$ cat src/rtl/mem_arb_pkg.sv
// mem_arb_pkg: FSM state type and default lock limit shared by mem_arbiter
package mem_arb_pkg;
  typedef enum logic [1:0] {IDLE, ACCESS, RESP} state_t;
  localparam int LOCK_MAX_DEF = 16;
endpackage

$ cat src/rtl/mem_arbiter.sv
// mem_arbiter: two-master round-robin arbiter with bounded locking onto one single-port RAM
module mem_arbiter
  import mem_arb_pkg::*;
#(
  parameter int ADDR_W   = 32,
  parameter int DATA_W   = 32,
  parameter int LOCK_MAX = LOCK_MAX_DEF
) (
  input  logic                CLK,
  input  logic                RESET,
  input  logic                m0_req,
  input  logic                m0_lock,
  input  logic                m0_we,
  input  logic [ADDR_W-1:0]   m0_addr,
  input  logic [DATA_W-1:0]   m0_wdata,
  input  logic [DATA_W/8-1:0] m0_wmask,
  output logic                m0_gnt,
  output logic                m0_rvalid,
  output logic [DATA_W-1:0]   m0_rdata,
  input  logic                m1_req,
  input  logic                m1_lock,
  input  logic                m1_we,
  input  logic [ADDR_W-1:0]   m1_addr,
  input  logic [DATA_W-1:0]   m1_wdata,
  input  logic [DATA_W/8-1:0] m1_wmask,
  output logic                m1_gnt,
  output logic                m1_rvalid,
  output logic [DATA_W-1:0]   m1_rdata,
  output logic [ADDR_W-1:0]   mem_addr,
  output logic [DATA_W-1:0]   mem_wdata,
  output logic [DATA_W/8-1:0] mem_wmask,
  output logic                mem_ren,
  input  logic [DATA_W-1:0]   mem_rdata
);
  localparam int CW = $clog2(LOCK_MAX + 1);
  localparam logic [CW-1:0] LMAX = CW'(LOCK_MAX);
  state_t state_q;
  logic last_q, lock_q, we_q;
  logic [CW-1:0] cnt_q, cnt_d;
  logic [ADDR_W-1:0] addr_q;
  logic [DATA_W-1:0] wdata_q;
  logic [DATA_W/8-1:0] wmask_q;
  logic hold, win, win_lock, keep;
  // last_q doubles as the owner: it names whoever holds the current or most recent grant
  always_comb begin
    hold = lock_q && (last_q ? m1_req && m1_lock : m0_req && m0_lock) && cnt_q < LMAX;
    win = m1_req && (!m0_req || (hold ? last_q : !last_q));
    win_lock = win ? m1_lock : m0_lock;
    keep = lock_q && win == last_q;
    cnt_d = !win_lock ? '0 : !keep ? CW'(1) : cnt_q == LMAX ? cnt_q : cnt_q + CW'(1);
  end
  always_ff @(posedge CLK or posedge RESET) begin
    if (RESET) begin
      state_q <= IDLE;
      last_q  <= 1'b1;
      lock_q  <= 1'b0;
      we_q    <= 1'b0;
      cnt_q   <= '0;
      addr_q  <= '0;
      wdata_q <= '0;
      wmask_q <= '0;
    end else begin
      case (state_q)
        IDLE: if (m0_req || m1_req) begin
          state_q <= ACCESS;
          last_q  <= win;
          lock_q  <= win_lock;
          cnt_q   <= cnt_d;
          we_q    <= win ? m1_we : m0_we;
          addr_q  <= win ? m1_addr : m0_addr;
          wdata_q <= win ? m1_wdata : m0_wdata;
          wmask_q <= win ? m1_wmask : m0_wmask;
        end
        ACCESS: state_q <= we_q ? IDLE : RESP;
        default: state_q <= IDLE;
      endcase
    end
  end
  assign m0_gnt    = state_q == ACCESS && !last_q;
  assign m1_gnt    = state_q == ACCESS && last_q;
  assign m0_rvalid = state_q == RESP && !last_q;
  assign m1_rvalid = state_q == RESP && last_q;
  assign m0_rdata  = m0_rvalid ? mem_rdata : '0;
  assign m1_rdata  = m1_rvalid ? mem_rdata : '0;
  assign mem_addr  = addr_q;
  assign mem_wdata = wdata_q;
  assign mem_ren   = state_q == ACCESS && !we_q;
  assign mem_wmask = state_q == ACCESS && we_q ? wmask_q : '0;
endmodule

$ cat config.mk
export PLATFORM = sky130hd
export DESIGN_NAME = mem_arbiter
export DESIGN_NICKNAME = d
export VERILOG_FILES = /design/src/rtl/mem_arb_pkg.sv /design/src/rtl/mem_arbiter.sv
export SDC_FILE = /design/constraint.sdc
export NUM_CORES = 1
export LEC_CHECK = 0
export CAP_MARGIN = 20
export CORE_AREA = 2 2 120 122
export CTS_CLUSTER_DIAMETER = 100
export CTS_CLUSTER_SIZE = 24
export DETAILED_ROUTE_END_ITERATION = 10
export DIE_AREA = 0 0 122 124
export PLACE_DENSITY = 0.74
export SYNTH_ARGS = -nofsm -noshare
export SYNTH_HDL_FRONTEND = slang
export SYNTH_SLANG_ARGS = --single-unit
$ cat constraint.sdc
create_clock -name CLK -period 7.5 [get_ports CLK]
set_input_delay 1.5 -clock CLK [delete_from_list [all_inputs] [get_ports CLK]]
set_output_delay 1.5 -clock CLK [all_outputs]
set_load 0.005 [all_outputs]
==> results of run 1 <==
-- placed cells by master, fill, tap and decap left out, types with 3 or more instances in the layout --
master	count
clkdlybuf4s50_1	312
a21oi_1	119
nand2_1	78
nor2_1	77
dfrtp_1	77
and2_1	65
a21oi_2	20
clkbuf_16	9
o21ai_0	7
buf_4	6
inv_1	4
nand2b_1	4
and3_1	4
nor2b_1	3
nand3_1	3
clkinv_2	3
-- area by class of cell --
| class | instances | area, sq um | area share [%] |
|---|---|---|---|
| clock inverters | 4 | 70.1 | 0.898 |
| flip-flops and latches | 78 | 1950 | 25.0 |
| diodes | 1 | 2.50 | 0.0321 |
| clock buffers | 12 | 246 | 3.16 |
| repair buffers | 319 | 3200 | 40.9 |
| inverters | 6 | 23.8 | 0.305 |
| well taps | 180 | 225 | 2.89 |
| multi-input cells | 403 | 2090 | 26.8 |
-- logic make-up (layout without fill, tap and decap cells) --
group	Yosys count	count (layout)	share of synthesized area (%)
DFF	78	78	46.1
and+or+nand+nor	244	244	27.0
buffers and inverters	45	341	4.99
adders and majority gates	2	2	0.591
other	0	1	0
AOI/OAI and AO/OA	157	157	21.3
-- per-layer routing --
layer | GRT usage (%) | wire length [microns] | up-vias
met5 | 0 | 13 | -
met4 | 7.40 | 332 | 2
met3 | 6.91 | 1550 | 26
met2 | 36.3 | 8030 | 208
met1 | 21.8 | 5830 | 2150
li1 | - | - | 2318
-- power by group --
group / internal [mW] / switching [mW]
sequential: 0.631 / 0.128
clock: 0.300 / 0.167
combinational: 0.701 / 0.594
-- registers in the layout, summed over array words and instances, names as in the netlist --
register	flops
state_q	2
mem_wdata	32
wmask_q	4
last_q	1
we_q	1
cnt_q	5
lock_q	1
mem_addr	32
-- worst max-delay path by stage --
stage	from	endpoint	slack, ns	depth (start not counted)
after floorplan	RESET	cnt_q[0]	4.01	1
after global placement	mem_rdata[20]	m1_rdata[20]	3.33	3
after detailed placement	m1_req	cnt_q[1]	3.32	7
after CTS	mem_rdata[20]	m1_rdata[20]	3.33	3
after global routing	mem_rdata[20]	m1_rdata[20]	3.29	3
final	mem_rdata[31]	m1_rdata[31]	3.34	3
-- metrics by stage --
| step | total power, mW | area [sq um] | worst slack, ns |
|---|---|---|---|
| 6_report | 2.52 | 7810 | 3.34 |
| 5_1_grt | 2.71 | 7800 | 3.29 |
| 4_1_cts | 2.56 | 7780 | 3.33 |
| 3_5_place_dp | 2.08 | 7460 | 3.32 |
| 3_3_place_gp | 2.06 | 7460 | 3.33 |
| 2_1_floorplan | 1.35 | 4230 | 4.01 |
==> results.sh, run 1 <==
export IMPL_via_count=4704
export IMPL_grt_max_degree=79
export IMPL_grt_pass1_vias=4517
export IMPL_post_place_cells=985
export IMPL_insertion_delay_ns=0.33
export IMPL_setup_tns_final_ns=0
export IMPL_fin_skew_ns=0.00956
export IMPL_vias_per_cell=4.69
export IMPL_r2r_cells=6
export IMPL_critPathBufInv=2
export IMPL_initial_core_util_pct=30.9
export IMPL_rsz0062_at_grt="false"
export IMPL_synth_avg_cell_area_sq_um=8.05
export IMPL_cts_hold_buf=0
export IMPL_final_core_util_pct=56.9
export IMPL_synth_seq_area_share_pct=46.1
export IMPL_min_from="cnt_q[3]"
export IMPL_drv_slew=0
export IMPL_numPortBuffers=312
export IMPL_post_cts_buffers=0
export IMPL_worstReg2RegStart="last_q"
export IMPL_die_area_sq_mm=0.0151
export IMPL_worstPathArrival_ns=2.66
export IMPL_min_path_type="reg -> reg"
export IMPL_synth_common_cells="a21oi_1 (119), nand2_1 (79), dfrtp_1 (77), nor2_1 (77), and2_1 (66)"
export IMPL_cap_violations=0
export IMPL_cts_root_buf="clkbuf_16"
export IMPL_crit_type="in -> out"
export IMPL_cts_tree="built"
export IMPL_final_cells=1003
export IMPL_hpwlAfterDp_microns=11300
export IMPL_finalHoldViolCount=0
export IMPL_fillCellCount=1323
export IMPL_row_count=43
export IMPL_holdWs_ns=0.505
export IMPL_r2r_slack_ns=4.92
export IMPL_die_h_microns=124
export IMPL_clkTransAtPathRegs_ns=0.05
export IMPL_synthArstFlopShare_pct=100
export IMPL_status="finished clean"
export IMPL_netlist_top_cells_area="dfrtp_1 (46%), a21oi_1 (14%), and2_1 (9.8%)"
export IMPL_fp_coreArea_sq_mm=0.0137
export IMPL_synth_top_area_share_pct=45.5
export IMPL_relSlewSlack_pct=36.1
export IMPL_min_path_cells=1
export IMPL_postRouteAntennaNets=0
export IMPL_timing_rr_end="mem_wdata[13]"
export IMPL_nets=995
export IMPL_slowest_stage="clkdlybuf4s50_1"
export IMPL_grt_first_pass_wirelength_microns=23600
export IMPL_crit_top_cell="clkdlybuf4s50_1"
export IMPL_synth_cells=526
export IMPL_ys_ff_latch=78
export IMPL_synthFlopType="dfrtp_1"
export IMPL_syn_num_nets=704
export IMPL_end_kind="primary output"
export IMPL_routedWlPerCell_microns=15.7
export IMPL_worstSetupStartpointType="input pin"
export IMPL_yosysUniqueCellTypes=33
export IMPL_worst_pin_slew_ns=0.959
export IMPL_area_growth_pct=84.4
export IMPL_crit_family="buffers and inverters"
export IMPL_gp_congestion=0.739
export IMPL_die_x_microns=122
export IMPL_pin_count=313
export IMPL_cts_htree_levels=3
export IMPL_postCtsResizedCells=0
export IMPL_min_period_ns=4.16
export IMPL_synth_edf_count=0
export IMPL_yosys_warnings=0
export IMPL_numCtsBuffers=9
export IMPL_ir_drop_mv=0.168
export IMPL_cts_sinks=78
export IMPL_synth_area_sq_mm=0.00423
export IMPL_grt_overflow=0
export IMPL_power_leakage_nw=3.17
export IMPL_antenna_found_initial=2
export IMPL_grtUsageTotal_pct=20.1
export IMPL_synth_most_common_cell="a21oi_1"
export IMPL_max_freq_mhz=241
export IMPL_worstHoldEndpoint="cnt_q[3]"
export IMPL_cp_max_fo=2
export IMPL_power_density_mw_per_mm2=323
export IMPL_wl_microns=15800
export IMPL_synth_top_area_cell="dfrtp_1"
export IMPL_path_cells="clkdlybuf4s50_1, and2_1, clkdlybuf4s50_1"
export IMPL_setup_violations=0
export IMPL_drc_errors=0
export IMPL_critPathMaxStageDelay_ns=0.52
export IMPL_cp_data_required_time_ns=6.00
export IMPL_fin_crit_sh_pct=55.4
export IMPL_firstDrtPassIters=4
export IMPL_drive_gt1_share_pct=6.08
export IMPL_drt_iter0_markers=111
export IMPL_cts_buffer_depth=2
Note: power is estimated with default switching activity, not from simulation.
==> run 2, diff against run 1 <==
==> constraint.sdc (replaced) <==
create_clock -name CLK -period 4.1 [get_ports CLK]
set_input_delay 0.82 -clock CLK [delete_from_list [all_inputs] [get_ports CLK]]
set_output_delay 0.82 -clock CLK [all_outputs]
set_load 0.005 [all_outputs]
==> run 2 against run 1 <==
Against the previous run: sequential share of layout area barely moved; critical path depth stayed put; hold slack improved by 0.0049 ns; power increased by 82%; global-route usage grew 0.069 points; sequential power up 84%; via count increased by 0.91%; highest routed layer unchanged.
==> results.sh, run 2 (synthesis results as in run 1) <==
export IMPL_clkTransAtPathRegs_ns=0.06
export IMPL_routedWlPerCell_microns=15.7
export IMPL_min_period_ns=3.28
export IMPL_die_x_microns=122
export IMPL_post_cts_buffers=0
export IMPL_antenna_found_initial=2
export IMPL_grt_max_degree=43
export IMPL_setup_violations=0
export IMPL_final_cells=1005
export IMPL_min_from="cnt_q[3]"
export IMPL_pin_count=313
export IMPL_post_place_cells=988
export IMPL_power_leakage_nw=3.18
export IMPL_worstSetupStartpointType="flop"
export IMPL_nets=997
export IMPL_ir_drop_mv=0.277
export IMPL_insertion_delay_ns=0.33
export IMPL_firstDrtPassIters=4
export IMPL_power_density_mw_per_mm2=586
export IMPL_relSlewSlack_pct=45.8
export IMPL_via_count=4747
export IMPL_die_h_microns=124
export IMPL_max_freq_mhz=305
export IMPL_worst_pin_slew_ns=0.813
export IMPL_cap_violations=0
export IMPL_cts_hold_buf=0
export IMPL_drc_errors=0
export IMPL_worstPathArrival_ns=2.46
export IMPL_layout_commonest_cell="clkdlybuf4s50_1"
export IMPL_cp_max_fo=33
export IMPL_hpwlAfterDp_microns=12000
export IMPL_gp_congestion=0.795
export IMPL_end_kind="primary output"
export IMPL_critPathMaxStageDelay_ns=0.73
export IMPL_die_area_sq_mm=0.0151
export IMPL_cts_htree_levels=3
export IMPL_drive_gt1_share_pct=6.43
export IMPL_finalHoldViolCount=0
export IMPL_fin_crit_sh_pct=79.9
export IMPL_cp_data_required_time_ns=3.28
export IMPL_use_met2_pct=36.2
export IMPL_rsz0062_at_grt="false"
export IMPL_grt_first_pass_wirelength_microns=23600
export IMPL_grtUsageTotal_pct=20.2
export IMPL_busiest_layer="met2"
export IMPL_postRouteAntennaNets=0
export IMPL_grt_pass1_vias=4514
export IMPL_fin_skew_ns=0.00803
export IMPL_crit_type="reg -> out"
export IMPL_postCtsResizedCells=0
export IMPL_cts_sinks=78
export IMPL_status="finished clean"
export IMPL_area_growth_pct=84.5
export IMPL_numPortBuffers=312
export IMPL_grtUsageMet1_pct=21.6
export IMPL_final_cell_mix="clkdlybuf4s50_1 (312), a21oi_1 (119), nand2_1 (78)"
export IMPL_cts_root_buf="clkbuf_16"
export IMPL_wl_microns=15800
export IMPL_row_count=43
export IMPL_drv_slew=0
export IMPL_cp_startpoint="last_q"
export IMPL_numCtsBuffers=9
export IMPL_grt_overflow=0
export IMPL_initial_core_util_pct=30.9
export IMPL_drt_iter0_markers=206
export IMPL_path_cells="and3b_1, and2_1, clkdlybuf4s50_1"
export IMPL_slowest_stage="and3b_1"
export IMPL_grt_util_met3_pct=8.61
export IMPL_cts_tree="built"
export IMPL_fp_coreArea_sq_mm=0.0137
export IMPL_worstReg2RegStart="last_q"
export IMPL_setup_tns_final_ns=0
export IMPL_min_path_type="reg -> reg"
export IMPL_cts_buffer_depth=2
export IMPL_vias_per_cell=4.72
-- run 2: cell count changes in the layout (fill, tap and decap cells not counted) --
cell / previous run / this run
buf_16: 1 / 0
clkbuf_8: 1 / 2
buf_12: 0 / 2
buf_4: 6 / 7
clkbuf_1: 2 / 1
bufinv_16: 2 / 1
clkinv_2: 3 / 4
-- run 2: area by class of cell --
class,count,area [sq um]
Antenna cell,1,2.50
Clock buffer,12,256
Clock inverter,4,45.0
Fill cell,1274,5910
Inverter,6,23.8
Multi-Input combinational cell,403,2090
Sequential cell,78,1950
Tap cell,180,225
Timing Repair Buffer,321,3220
-- run 2: through the flow --
step | power, mW | worst slack, ns | cell area [sq um] | util (%) | hold slack, ns
2_1_floorplan | 2.47 | 1.29 | 4230 | - | 0.469
3_3_place_gp | 3.77 | 1.12 | 7510 | 54.7 | 0.499
3_5_place_dp | 3.80 | 1.06 | 7510 | 54.7 | 0.502
4_1_cts | 4.63 | 0.805 | 7810 | 56.9 | 0.516
5_1_grt | 4.91 | 0.628 | 7810 | 56.9 | 0.536
6_report | 4.58 | 0.823 | 7810 | 56.9 | 0.510
-- run 2: metal layers --
layer  vias up  wire length, microns
met4         2                   248
li1       2328                     -
met1      2180                  5770
met5         -                     8
met2       212                  8160
met3        25                  1620
-- run 2: worst paths after layout --
path / endpoint / cells after the start / slack [ns]
min in group asynchronous: mem_wdata[15] / 2 / 0.89
hold reg to reg: cnt_q[3] / 1 / 0.51
hold / removal: cnt_q[3] / 1 / 0.51
setup reg to reg: mem_addr[1] / 6 / 1.81
setup / recovery: m1_rdata[23] / 3 / 0.82
max in group asynchronous: cnt_q[1] / 3 / 2.53
-- run 2: critical path: cells and delay by family (launching register included) --
family,cells,cell delay (ns)
flops,1,0.66
simple gates,2,0.95
buf+inv,1,0.51
-- run 2: where the power goes --
part / switching (mW) / internal [mW] / total [mW]
combinational: 1.09 / 1.29 / 2.38
sequential: 0.241 / 1.15 / 1.40
clock: 0.307 / 0.502 / 0.809
total: 1.63 / 2.95 / 4.58
